## src/rtl/mem_burst_ctrl.sv

```systemverilog
// rtl/mem_burst_ctrl.sv - burst access sequencer in front of a single-port memory
//
// Accepts one read or write burst command at a time. It drives the memory's
// addr/wdata/wrbar pins from registers, and it returns read data as a
// valid-qualified stream. A one-cycle done pulse closes every burst.
//
// Ports:
//   clk, rst                  clock (rising edge), asynchronous active-low reset
//   cmd_valid/cmd_ready       command handshake (ready only while idle)
//   cmd_op                    1 = write burst, 0 = read burst
//   cmd_addr, cmd_len         start address, beats minus one
//   wr_valid/wr_ready/wr_data write beat stream
//   rd_valid/rd_data          read beat stream, no backpressure
//   busy, done                not idle; one-cycle end-of-burst pulse
//   mem_addr/mem_wdata        registered memory address / write data
//   mem_wrbar                 registered memory write strobe (1 = write)
//   mem_rdata                 memory read data, RD_LAT cycles after sampled addr
module mem_burst_ctrl #(
  parameter int WIDTH  = 32,
  parameter int DEPTH  = 256,
  parameter int ADDR   = 8,
  parameter int RD_LAT = 1
) (
  input  logic             clk,
  input  logic             rst,
  input  logic             cmd_valid,
  output logic             cmd_ready,
  input  logic             cmd_op,
  input  logic [ADDR-1:0]  cmd_addr,
  input  logic [ADDR-1:0]  cmd_len,
  input  logic             wr_valid,
  output logic             wr_ready,
  input  logic [WIDTH-1:0] wr_data,
  output logic             rd_valid,
  output logic [WIDTH-1:0] rd_data,
  output logic             busy,
  output logic             done,
  output logic [ADDR-1:0]  mem_addr,
  output logic [WIDTH-1:0] mem_wdata,
  output logic             mem_wrbar,
  input  logic [WIDTH-1:0] mem_rdata
);

  typedef enum logic [2:0] {
    S_IDLE,
    S_WRITE,
    S_READ,
    S_DRAIN,
    S_DONE
  } state_t;

  localparam logic [ADDR-1:0] LAST_ADDR = ADDR'(DEPTH - 1);

  state_t          state;
  state_t          state_nxt;
  logic [ADDR-1:0] addr_q;
  logic [ADDR-1:0] cnt_q;
  logic [ADDR-1:0] addr_inc;
  logic [RD_LAT:0] issue_pipe;
  logic            cmd_fire;
  logic            wr_fire;
  logic            rd_issue;
  logic            last_beat;
  logic            pipe_tail_empty;

  // Burst addresses wrap from the top word back to word 0.
  assign addr_inc  = (addr_q == LAST_ADDR) ? '0 : addr_q + ADDR'(1);
  assign last_beat = (cnt_q == '0);
  // In DRAIN, once nothing is left behind the output stage, the read being
  // returned this cycle is the last one.
  assign pipe_tail_empty = ~|issue_pipe[RD_LAT-1:0];

  always_ff @(posedge clk or negedge rst) begin
    if (!rst) begin
      state <= S_IDLE;
    end else begin
      state <= state_nxt;
    end
  end

  always_comb begin
    state_nxt = state;
    cmd_ready = 1'b0;
    wr_ready  = 1'b0;
    busy      = 1'b1;
    done      = 1'b0;
    cmd_fire  = 1'b0;
    wr_fire   = 1'b0;
    rd_issue  = 1'b0;
    case (state)
      S_IDLE: begin
        cmd_ready = 1'b1;
        busy      = 1'b0;
        if (cmd_valid) begin
          cmd_fire  = 1'b1;
          state_nxt = cmd_op ? S_WRITE : S_READ;
        end
      end
      S_WRITE: begin
        wr_ready = 1'b1;
        if (wr_valid) begin
          wr_fire = 1'b1;
          if (last_beat) state_nxt = S_DONE;
        end
      end
      S_READ: begin
        rd_issue = 1'b1;
        if (last_beat) state_nxt = S_DRAIN;
      end
      S_DRAIN: begin
        if (pipe_tail_empty) state_nxt = S_DONE;
      end
      S_DONE: begin
        done      = 1'b1;
        state_nxt = S_IDLE;
      end
      default: state_nxt = S_IDLE;
    endcase
  end

  // Address/count bookkeeping and memory pins. mem_wrbar defaults low every
  // cycle so only a handshaked write beat can strobe the memory; mem_wdata
  // holds between writes.
  always_ff @(posedge clk or negedge rst) begin
    if (!rst) begin
      addr_q    <= '0;
      cnt_q     <= '0;
      mem_addr  <= '0;
      mem_wdata <= '0;
      mem_wrbar <= 1'b0;
    end else begin
      mem_wrbar <= 1'b0;
      if (cmd_fire) begin
        addr_q <= cmd_addr;
        cnt_q  <= cmd_len;
      end
      if (wr_fire) begin
        mem_addr  <= addr_q;
        mem_wdata <= wr_data;
        mem_wrbar <= 1'b1;
        addr_q    <= addr_inc;
        cnt_q     <= cnt_q - ADDR'(1);
      end
      if (rd_issue) begin
        mem_addr <= addr_q;
        addr_q   <= addr_inc;
        cnt_q    <= cnt_q - ADDR'(1);
      end
    end
  end

  // One bit per issued read travels RD_LAT+1 stages: one for the address
  // register, RD_LAT for the memory. The bit leaving the last stage marks the
  // cycle in which mem_rdata belongs to that read.
  always_ff @(posedge clk or negedge rst) begin
    if (!rst) begin
      issue_pipe <= '0;
      rd_valid   <= 1'b0;
      rd_data    <= '0;
    end else begin
      issue_pipe <= {issue_pipe[RD_LAT-1:0], rd_issue};
      rd_valid   <= 1'b0;
      if ((state == S_READ || state == S_DRAIN) && issue_pipe[RD_LAT]) begin
        rd_valid <= 1'b1;
        rd_data  <= mem_rdata;
      end
    end
  end

endmodule
```

## config.mk

```make
export PLATFORM = sky130hd
export DESIGN_NAME = mem_burst_ctrl
export DESIGN_NICKNAME = d
export VERILOG_FILES = /design/src/rtl/mem_burst_ctrl.sv
export SDC_FILE = /design/constraint.sdc
export NUM_CORES = 1
export LEC_CHECK = 0
export CORE_AREA = 2 2 103 105
export CTS_BUF_LIST = sky130_fd_sc_hd__clkbuf_8
export DETAILED_ROUTE_END_ITERATION = 8
export DIE_AREA = 0 0 105 107
export PLACE_DENSITY = 0.73
export SLEW_MARGIN = 20
export SYNTH_ARGS = -nofsm -noshare
export SYNTH_HDL_FRONTEND = slang
export SYNTH_SLANG_ARGS = --single-unit
```

## constraint.sdc

```tcl
create_clock -name clk -period 4.2 [get_ports clk]
set_input_delay 0.42 -clock clk [delete_from_list [all_inputs] [get_ports clk]]
set_output_delay 0.42 -clock clk [all_outputs]
set_load 0.005 [all_outputs]
```

==> summary.md <==
| Metric | Value |
|---|---|
| Run status | `finished clean` |
| Compound-gate portion of the synthesized area | `7.80%` |
| Final setup vio count | `0` |
| # clock sinks | `95` |
| Initial DRT Pass Iterations | `4` |
| Max cap viols | `0` |
| Slowest cell on crit path | `dfrtp_1` |
| DRC viols | `0` |
| Slowest stage delay, CP | `620 ps` |
| Adder-cell share of the synthesized area | `0.948%` |
| Setup TNS | `0 ps` |
| Largest delay contributor family on the critical path | `buffers and inverters` |
| Distinct cells, synth | `47` |
| Detailed Route WL | `10500 um` |
| Layout Nets | `686` |
| Inserted Clock Buffers | `9` |
| Largest family of logic cells by synthesized area | `simple AND/OR/NAND/NOR gates` |
| Peak VDD IR | `0.291 mV` |
| Chip height | `107 um` |
| Cell Rows | `37` |
| Synthesis-to-layout area growth | `48.4%` |
| ANT nets after route | `0` |
| Worst endpoint data arrival time | `2840 ps` |
| Clk pin slew, worst setup/hold paths | `100 ps` |
| Synthesized net count | `529` |
| Post-synth top area share | `60.0%` |
| GRT Total Usage | `19.2%` |
| Post-DR vias/cell | `4.71` |
| CTS tree | `done` |
| First-pass GRT wire length | `17300 um` |
| GP Congestion | `0.850` |
| Fraction of synthesized area in multiplexers | `0.253%` |
| Global route overflow | `0` |
| PortBufs | `162` |
| Largest net degree at the start of global routing | `66` |
| Max Fclk | `384 MHz` |
| Final min period | `2600 ps` |
| R2R Path Start | `state[2]` |
| Clk buf depth | `2` |
| Slew @ Worst Pin | `985 ps` |
| Most common cell in the netlist | `nand2_1` |
| Chip Width | `105 um` |
| Initial Utilization | `39.3%` |
| Synth Instances | `441` |
| Largest cells by area after synthesis | `dfrtp_1 (60%), nand2_1 (22%), o21ai_0 (1.1%)` |
| Crit share post-route | `62.0%` |
| Hold crit path type | `in -> async` |
| Final max-slew violation count | `0` |
| Post-synthesis sequential area ratio | `60.0%` |
| Crit path kind | `reg -> reg` |
| DIE AREA | `0.0112 mm2` |
| EDFF count, synth | `0` |
| Post-Synth Simple-Gate Area | `27.7%` |
| Commonest cells post-synth | `nand2_1 (228), dfrtp_1 (95), clkbuf_1 (9), nor2_1 (9), o21ai_0 (9)` |
| LEAKAGE | `2.79 nW` |
| DP Wirelength | `7580 um` |
| Antenna cell count | `0` |
| # H-tree levels | `3` |
| Most used cell, CP | `buf_4` |
| Worst-path fanout max | `38` |
| Final Hold Vio Count | `0` |
| Cell type contributing the most total cell area after synthesis | `dfrtp_1` |
| Core area | `0.0101 mm2` |
| Max transition margin | `34.3%` |
| Layout cells sized above 1 | `4.64%` |
| Vias in the first global route | `3574` |
| Clock latency at the later pin of the worst-skew pair | `350 ps` |
| Critical Path End Type | `flip-flop` |
| Fill cell count | `900` |
| Setup Fix Bufs, Post-CTS | `0` |
| Yosys warning count | `0` |
| Initial antenna violation count | `0` |
| Root buffer cell | `clkbuf_8` |
| Reg2reg setup slack | `1600 ps` |
| Worst setup SP type | `flip-flop` |
| # resized after CTS | `0` |
| Initial DRC Count | `169` |
| Crit path buf inv count | `3` |
| Finished Cell Area | `0.00588 mm2` |
| Top FF cell, synth | `dfrtp_1` |
| Syn_area_per_cell | `8.98 um2` |
| # IOs | `163` |
| Netlist Area Pre-Place | `0.00396 mm2` |
| RSZ-0062 raised after global routing | `no` |
| Async S/R FF share, synth | `100%` |
| Critical Path RT | `4430 ps` |
| Critical-path cell list | `nand4bb_1, buf_4, inv_2, nor2_1, buf_4, nor3b_1, a211o_1` |
| RR Endpoint | `addr_q[5]` |
| Hold buffers post-CTS | `0` |
| Power Dens Cells | `687 mW/mm2` |
| Placed cell areas | `0.00570 mm2` |
| Via count | `3482` |
| Post-synthesis xor/xnor area fraction | `0%` |
| Wire per inst | `14.2 um` |
| R2R cell count | `7` |
| Yosys reg bits | `95` |
| Worst Skew | `10.1 ps` |
[metrics by stage]
step                      utilization [%]  cells  setup slack (ps)  total power, mW  hold slack [ps]
final                                58.3    739              1600             4.04              129
after global placement               56.5    723              1510             3.46              371
after floorplan                         -    441              2650             2.47              124
after CTS                            58.2    739              1630             4.08              180
after global routing                 58.3    739              1380             4.36              211
after detailed placement             56.5    723              1460             3.53              390
[where the power goes]
group	internal [mW]	leakage (nW)	switching, mW
Sequential	1.35	1.17	0.316
Clock	0.216	0.0912	0.316
Combinational	1.02	1.53	0.817
[worst max path at each step]
| stage | from | endpoint | slack [ps] | cells past startpoint |
|---|---|---|---|---|
| CTS | state[2] | addr_q[5] | 1630 | 7 |
| global route | state[2] | addr_q[5] | 1380 | 7 |
| floorplan | state[0] | cnt_q[4] | 2650 | 4 |
| detailed placement | wr_valid | addr_q[5] | 1460 | 8 |
| finish | state[2] | addr_q[5] | 1600 | 7 |
| global placement | wr_valid | addr_q[6] | 1510 | 8 |
[cell type report]
type / instances / area, um2 / share of cell area (%)
well taps: 136 / 170 / 2.89
clock buffers: 9 / 124 / 2.11
inverters: 9 / 33.8 / 0.575
multi-input cells: 316 / 1470 / 25.0
clock inverters: 7 / 47.5 / 0.809
flip-flops and latches: 95 / 2380 / 40.4
repair buffers: 167 / 1660 / 28.2
[routing by layer]
layer | vias up | track usage, % | part of all wire, %
met5 | - | 0 | 0
met4 | 0 | 6.86 | 1.5
met3 | 15 | 3.77 | 5.3
met2 | 117 | 32.8 | 49
met1 | 1617 | 24.5 | 44
li1 | 1733 | - | -
[sequential cells by signal, indices dropped and copies added, names as in the netlist]
name        count
mem_wdata      32
mem_wrbar       1
issue_pipe      2
state           3
mem_addr        8
rd_data        32
rd_valid        1
addr_q          8
cnt_q           8
[logic make-up after synthesis]
logic type | count (synthesis)
flip-flops | 95
multiplexers | 1
buffers and inverters | 30
AND/OR/NAND/NOR | 268
adder cells (fa/ha/maj) | 3
AO/OA/AOI/OAI | 44
[cell usage in the layout, fill, tap and decap left out, types with 2 or more instances in the layout]
cell type,n
nand2_1,228
nand3b_1,2
a211o_1,2
nor3_1,3
a211oi_1,2
nor2_1,9
ha_1,3
and2_1,3
buf_4,6
o211ai_1,4
nor3b_1,3
dfrtp_1,95
clkdlybuf4s50_1,161
a21oi_1,6
nand3_1,5
inv_1,9
nor4_1,3
inv_6,2
nand4_1,2
o22ai_1,2
and3_1,3
o21ai_1,4
o21ai_0,9
clkinv_2,2
o31a_1,2
clkbuf_8,9
(Power assumes the default switching activity.)
